**src/rtl/stripe_ctrl12_pkg.sv**
```systemverilog
// Shared types and constants for the stripe_ctrl12 two-lane byte striping controller.
package stripe_ctrl12_pkg;

  typedef enum logic [1:0] {
    IDLE  = 2'd0,
    X1    = 2'd1,
    X2    = 2'd2,
    DRAIN = 2'd3
  } state_t;

  localparam logic LANE0 = 1'b0;
  localparam logic LANE1 = 1'b1;

  localparam int unsigned DATA_W_DEF = 8;
  localparam int unsigned DEPTH_DEF  = 4;

endpackage

```
**src/rtl/stripe_ctrl12_lane_fifo.sv**
```systemverilog
// lane_fifo: per-lane FIFO with a combinational head read and wrap-bit full/empty pointers.
import stripe_ctrl12_pkg::*;

module lane_fifo #(
  parameter int unsigned DATA_W = DATA_W_DEF,
  parameter int unsigned DEPTH  = DEPTH_DEF
) (
  input  logic              clk,
  input  logic              reset,
  input  logic              push,
  input  logic              pop,
  input  logic [DATA_W-1:0] din,
  output logic              full,
  output logic              empty,
  output logic [DATA_W-1:0] head
);

  localparam int unsigned AW = $clog2(DEPTH);
  localparam logic [AW:0] PTR_ONE = {{AW{1'b0}}, 1'b1};

  logic [AW:0]       wr_ptr_q, wr_ptr_d;
  logic [AW:0]       rd_ptr_q, rd_ptr_d;
  logic [DATA_W-1:0] mem_q [DEPTH];
  logic [DATA_W-1:0] mem_d [DEPTH];
  logic              push_en, pop_en;

  always_comb begin
    empty = (wr_ptr_q == rd_ptr_q);
    full  = (wr_ptr_q[AW] != rd_ptr_q[AW]) && (wr_ptr_q[AW-1:0] == rd_ptr_q[AW-1:0]);
    head  = mem_q[rd_ptr_q[AW-1:0]];
  end

  // A full FIFO refuses the push even if the head is popped in the same cycle.
  always_comb begin
    push_en  = push && !full;
    pop_en   = pop && !empty;
    wr_ptr_d = wr_ptr_q;
    rd_ptr_d = rd_ptr_q;
    mem_d    = mem_q;
    if (push_en) begin
      mem_d[wr_ptr_q[AW-1:0]] = din;
      wr_ptr_d                = wr_ptr_q + PTR_ONE;
    end
    if (pop_en) begin
      rd_ptr_d = rd_ptr_q + PTR_ONE;
    end
  end

  always_ff @(posedge clk) begin
    if (reset) begin
      wr_ptr_q <= '0;
      rd_ptr_q <= '0;
    end else begin
      wr_ptr_q <= wr_ptr_d;
      rd_ptr_q <= rd_ptr_d;
    end
  end

  always_ff @(posedge clk) begin
    mem_q <= mem_d;
  end

endmodule

```
**src/rtl/stripe_ctrl12.sv**
```systemverilog
// Byte striping controller: X1 feeds lane 0, X2 alternates lanes 0/1; mode change drains both lanes.
// Optional STRIPE_CTRL12_STATS_EN adds saturating per-lane push counters cnt0/cnt1.
import stripe_ctrl12_pkg::*;

module stripe_ctrl12 #(
  parameter int unsigned DATA_W = DATA_W_DEF,
  parameter int unsigned DEPTH  = DEPTH_DEF
) (
  input  logic              clk,
  input  logic              reset,
  input  logic [DATA_W-1:0] in,
  input  logic              valid,
  output logic              ready,
  input  logic              mode_x2,
  output logic [DATA_W-1:0] out0,
  output logic [DATA_W-1:0] out1,
  output logic [1:0]        valid_out,
  input  logic [1:0]        pop
`ifdef STRIPE_CTRL12_STATS_EN
  ,
  output logic [15:0]       cnt0,
  output logic [15:0]       cnt1
`endif
);

  state_t state_q, state_d;
  logic   sel_q, sel_d;
  logic   push0, push1;
  logic   full0, full1, empty0, empty1;

  always_comb begin
    state_d = state_q;
    sel_d   = sel_q;
    ready   = 1'b0;
    push0   = 1'b0;
    push1   = 1'b0;
    unique case (state_q)
      IDLE: begin
        sel_d   = LANE0;
        state_d = mode_x2 ? X2 : X1;
      end
      X1: begin
        ready = !full0;
        push0 = valid && !full0;
        if (mode_x2) state_d = DRAIN;
      end
      X2: begin
        ready = (sel_q == LANE1) ? !full1 : !full0;
        // sel only advances on an actual transfer
        if (valid && ready) begin
          if (sel_q == LANE1) push1 = 1'b1;
          else                push0 = 1'b1;
          sel_d = ~sel_q;
        end
        if (!mode_x2) state_d = DRAIN;
      end
      DRAIN: begin
        if (empty0 && empty1) state_d = IDLE;
      end
      default: state_d = IDLE;
    endcase
  end

  always_ff @(posedge clk) begin
    if (reset) begin
      state_q <= IDLE;
      sel_q   <= LANE0;
    end else begin
      state_q <= state_d;
      sel_q   <= sel_d;
    end
  end

  lane_fifo #(.DATA_W(DATA_W), .DEPTH(DEPTH)) u_lane0 (
    .clk   (clk),
    .reset (reset),
    .push  (push0),
    .pop   (pop[0]),
    .din   (in),
    .full  (full0),
    .empty (empty0),
    .head  (out0)
  );

  lane_fifo #(.DATA_W(DATA_W), .DEPTH(DEPTH)) u_lane1 (
    .clk   (clk),
    .reset (reset),
    .push  (push1),
    .pop   (pop[1]),
    .din   (in),
    .full  (full1),
    .empty (empty1),
    .head  (out1)
  );

  always_comb valid_out = {!empty1, !empty0};

`ifdef STRIPE_CTRL12_STATS_EN
  logic [15:0] cnt0_q, cnt0_d, cnt1_q, cnt1_d;

  always_comb begin
    cnt0_d = cnt0_q;
    cnt1_d = cnt1_q;
    if (push0 && (cnt0_q != '1)) cnt0_d = cnt0_q + 16'd1;
    if (push1 && (cnt1_q != '1)) cnt1_d = cnt1_q + 16'd1;
  end

  always_ff @(posedge clk) begin
    if (reset) begin
      cnt0_q <= '0;
      cnt1_q <= '0;
    end else begin
      cnt0_q <= cnt0_d;
      cnt1_q <= cnt1_d;
    end
  end

  always_comb begin
    cnt0 = cnt0_q;
    cnt1 = cnt1_q;
  end
`endif

endmodule
```
**config.mk**
```make
export PLATFORM = sky130hd
export DESIGN_NAME = stripe_ctrl12
export DESIGN_NICKNAME = d
export VERILOG_FILES = /design/src/rtl/stripe_ctrl12_pkg.sv /design/src/rtl/stripe_ctrl12_lane_fifo.sv /design/src/rtl/stripe_ctrl12.sv
export SDC_FILE = /design/constraint.sdc
export NUM_CORES = 1
export LEC_CHECK = 0
export CAP_MARGIN = 20
export CELL_PAD_IN_SITES_DETAIL_PLACEMENT = 0
export CELL_PAD_IN_SITES_GLOBAL_PLACEMENT = 1
export CORE_ASPECT_RATIO = 1.25
export CORE_UTILIZATION = 53
export CTS_BUF_LIST = sky130_fd_sc_hd__clkbuf_16
export DETAILED_ROUTE_END_ITERATION = 16
export DONT_BUFFER_PORTS = 1
export GPL_ROUTABILITY_DRIVEN = 0
export PLACE_DENSITY_LB_ADDON = 0.1
export SYNTH_ARGS = -nofsm -noshare
export SYNTH_HDL_FRONTEND = slang
export SYNTH_SLANG_ARGS = --single-unit
```
**constraint.sdc**
```tcl
create_clock -name clk -period 2.57 [get_ports clk]
set_clock_uncertainty 0.2 [all_clocks]
set_input_delay 0.257 -clock clk [delete_from_list [all_inputs] [get_ports clk]]
set_output_delay 0.257 -clock clk [all_outputs]
set_load 0.005 [all_outputs]
```
Yosys cells after proc, flatten, opt, wreduce, memory -nomap -nowiden. Index checks and enable logic that the tools add are counted. W data, S select, Z words.

Equality and inequality tests: 13. Reductions and logical operators: 19. Add/subtract/negate cells: 4. Magnitude comparators: 6. Bitwise logic cells: 5. Muxes and demuxes: 27.

Operators with widths (number): $bwmux W32 (2); $mux W8 (6); $bmux W8 S2 (2); $demux W8 S2 (2); $add A3 B1 Y3 const B (4); $ge A3 B3 Y1 const B (4); $not A2 Y3 (4); $logic_and A1 B1 Y1 (11); $mux W2 (4); $ne A2 B2 Y1 const B (4); $pmux W2 S4 (1); $mux W1 (7); $eq A3 B3 Y1 (2); $lt A3 B1 Y1 const B (2); $pmux W1 S2 (3); $eq A2 B2 Y1 (2); $eq A2 B2 Y1 const B (2); $logic_not A1 Y1 (4); $reduce_and A3 Y1 (1); $eq A2 B1 Y1 const B (1); $logic_not A2 Y1 (1); $ne A1 B1 Y1 (2); $reduce_and A2 Y1 (1); $reduce_bool A2 Y1 (1); $not A1 Y1 (1).

Bits in registers: 79. Logic and storage cells: 88. Output and inout port bits: 19.

Depth between registers and ports, before layout.
Depth in word-level cells: 8. Depth in mapped cells: 6.

Hierarchy. Synthesis repeated with hierarchy kept, for this count alone.

Cells, all modules: 255. Area, all modules: 3722.3 um^2.

Modules (own cells, without submodules): lane_fifo (sequential area each 1081.0 um^2, times used 2, area an instance 1717.9 um^2, cells an instance 110); stripe_ctrl12 (sequential area each 60.1 um^2, times used 1, area an instance 286.5 um^2, cells an instance 35).

Worst setup path before layout. Ideal clock, no wire load.

Path kind: reg2reg. Start: register state_q[0]. End: register state_q[1]. Data arrival time: 1827 ps. Cell stages (with the launch flop): 7. Data required time: 2249 ps. Clock period less this slack: 2148 ps. Setup time: 121 ps. Slack: 422 ps. Cells stage by stage: dfxtp_1 inv_1 ha_1 mux2_2 or4_1 o22a_2 mux2_4.

Longest elaborated chain between the ends: 3.

Ends and longest elaborated chain: start, declared (RTL line stripe_ctrl12.sv:26) `state_t state_q, state_d;`; start signal, assigned (RTL line stripe_ctrl12.sv:69) `state_q <= state_d;`; $eq A2 B2 Y1 / $eq A2 B1 Y1 (equally long branches) (RTL line stripe_ctrl12.sv:37) `unique case (state_q)`; $ne A2 B2 Y1 (no line); $reduce_and A3 Y1 (no line).

Parallel ways exist; a longest one is shown, timed or not. A chain may end at the register's enable or synchronous reset.

Worst setup path in the final report. Ends and elaborated chain as after synthesis.

==> impl_metrics.toml <==
[yosys]
synth_top_family_by_area = "multiplexers"
synth_fa_ha_area_share_pct = 5.22
synth-simple-area-share_pct = 5.26
synth_compound_area_share_pct = 4.21
synth_seq_area_share_pct = 66.2
ys_warn_count = 0
synth_cell_types = 36
syn_area_mm2 = 0.00336
syn_area_per_cell_um2 = 17.0
synth_mux_area_share_pct = 13.3
synth_cells = 198
ys_ff_latch = 79
synth_nets = 226
synth-xor-area-share_pct = 3.65

[finish]
nets = 247
fillers = 487
syn_to_final_growth_pct = 14.0
design_area_mm2 = 0.00383
final_util_pct = 62.5
drive_above_1_share_pct = 18.3
finalNonFillerCells = 309
regArea_mm2 = 0.00222
multi_input_area_mm2 = 0.00106
num_antenna_cells = 0

[global_route]
grt_pass1_wl_mm = 8.80
grt-ovfl-total = 0
antenna_found_initial = 0
grt_max_degree = 20
grt_pass1_vias = 1794
grt_use_total_pct = 18.8

[cts]
cts.sinks = 79
clk_pin_slew_worst_paths_ns = 0.06
htree_num_levels = 3
clockBufferDepth = 2
cts_buffers = 9
cts_tree = "built"
cts_resized = 0
clock_latency_ns = 0.32
root_buffer = "clkbuf_16"
post_cts_buffers = 0

[setup_path]
critPathMaxFanout = 6
rrSetupSlack_ns = 0.26
critPathLaunchType = "flip-flop"
critPathKind = "flip-flop to flip-flop"
cp.arrival_ns = 2.32
crit_required_ns = 2.58
end_kind = "flip-flop"

[timing]
min_period_ns = 2.31
max_freq_ghz = 0.432
slew_violations = 0
tns_ns = 0
worst_pin_slew_ns = 0.653
holdWs_ns = 0.0259
rsz0062_at_grt = "false"
final_hold_viol_count = 0
timing.final.crit_share_pct = 90.0
relSlewSlack_pct = 56.3
setup-violations-final = 0
finalWorstSetupSlack_ns = 0.257

[power_and_ir_drop]
p_switching_uw = 741
power_mw = 3.03
p_seq_share_pct = 48.5
p_comb_share_pct = 15.1
powerDensity_mw_per_mm2 = 793
irDropWorstVdd_mv = 0.473
cellLeakagePower_nw = 1.35
p_int_mw = 2.29
pwr-share-clk_pct = 36.4
swShare_pct = 24.4

[route]
via_per_inst = 5.51
num_vias = 1704
drt_iter0_drc = 92
wire_per_inst_um = 17.8
remaining_drc_errors = 0
firstDrtPassIters = 6
final_antenna_net_count = 0
routed_wl_mm = 5.51

[die]
die_area_mm2 = 0.00666
die_h_um = 91.0
rows = 32
pin_count = 33
design.core.area_mm2 = 0.00613
die_width_um = 73.2
initial_core_util_pct = 54.8

[placed_design]
port_buffers = 0
dp_slack_ns = 0.266
placed_cells = 283
hpwl_mm = 3.84
placed_area_mm2 = 0.00346

[outcome]
status = "completed"

[min_path]
hold_path.class = "input port to flip-flop"

[flow_run]
drv_cap = 0
[synthesized netlist by cell type (all sizes together)]
master,n,area (um2)
mux2i,5,50.1
clkbuf,1,3.75
or3,2,13.8
a21boi,1,7.51
buf,5,41.3
and3,4,25.0
ha,14,175
dfxtp,15,300
o31a,1,8.76
o21ai,4,20.0
o32ai,1,8.76
xor2,10,87.6
mux2,3,37.5
a211o,1,8.76
a21oi,3,15.0
mux4,16,360
and2,4,25.0
or4,1,7.51
a2111oi,1,8.76
nand2b,1,6.26
a31oi,1,6.26
o21a,1,7.51
o31ai,3,22.5
or2b,1,7.51
o22a,1,10.0
o311ai,2,17.5
nor2b,2,12.5
nand3,6,30.0
edfxtp,64,1920
nor2,13,48.8
inv,7,26.3
xnor2,4,35.0
[layer usage]
layer	vias up	global-route usage [%]	routed length (um)
li1	813	-	-
met4	0	9.97	102
met3	10	5.22	195
met5	-	0	0
met1	842	20.7	2240
met2	39	32.3	2980
[path summary, 6_finish.rpt]
kind / to / start / cells past startpoint
setup / recovery: state_q[1] / state_q[0] / 6
hold / removal: u_lane0.wr_ptr_q[0] / valid / 3
setup reg to reg: state_q[1] / state_q[0] / 6
hold reg to reg: state_q[0] / state_q[0] / 2
[area by class of cell]
class                   instances  share of cell area, %
well taps                      85                   2.78
clock buffers                   9                   5.88
inverters                       7                  0.686
repair buffers                 16                   3.79
flip-flops and latches         79                   58.1
multi-input cells             106                   27.8
clock inverters                 7                   1.01
[power groups by stage]
| stage | Combinational, mW | Sequential, mW | Clock [mW] |
|---|---|---|---|
| final | 0.457 | 1.47 | 1.10 |
| after detailed placement | 0.435 | 1.50 | 0 |
| after CTS | 0.466 | 1.47 | 1.13 |
| after global placement | 0.416 | 1.49 | 0 |
| after floorplan | 0.365 | 1.49 | 0 |
| after global routing | 0.512 | 1.48 | 1.18 |
[worst max-delay path: stages (launching register included)]
cell     delay, ns
dfxtp_1       0.39
inv_1         0.09
ha_1          0.26
mux2_2        0.29
or4_1         0.42
o22a_2        0.24
mux2_4        0.30
[logic make-up after synthesis]
family / count (synthesis)
adder cells (fa/ha/maj): 14
AO/OA/AOI/OAI: 20
AND/OR/NAND/NOR: 34
flip-flops: 79
multiplexers: 24
XOR/XNOR: 14
buffers and inverters: 13
[timing repair]
item / CTS / global route
hold endpoints to repair: 79 / 0
hold buffers: 10 / 0
setup endpoints to repair: 0 / 0
[placed cells by master, fill, tap and decap left out, types with 2 or more instances in the layout]
cell           netlist  routed
ha_1                14      14
mux2_2               2       2
buf_4                2       6
xor2_1              10      10
o31ai_1              3       3
a21oi_1              3       3
inv_1                7       7
o21ai_0              4       4
nor2_1              13      13
nand3_1              6       6
dlygate4sd3_1        0      10
dfxtp_1             15      15
mux4_2              16      16
mux2i_1              5       5
and3_1               4       4
clkinv_1             0       2
nor2b_1              2       2
o311ai_0             2       2
xnor2_1              4       4
clkbuf_16            0       9
edfxtp_1            64      64
clkinv_2             0       3
and2_1               4       4
[flip-flops by register name (all words and copies together), names as in the netlist]
| register | cells |
|---|---|
| u_lane0.mem_q | 32 |
| u_lane1.mem_q | 32 |
| u_lane0.rd_ptr_q | 3 |
| u_lane0.wr_ptr_q | 3 |
| u_lane1.rd_ptr_q | 3 |
| u_lane1.wr_ptr_q | 3 |
| state_q | 2 |
| sel_q | 1 |
No activity file was read; power rests on OpenSTA's default activity.
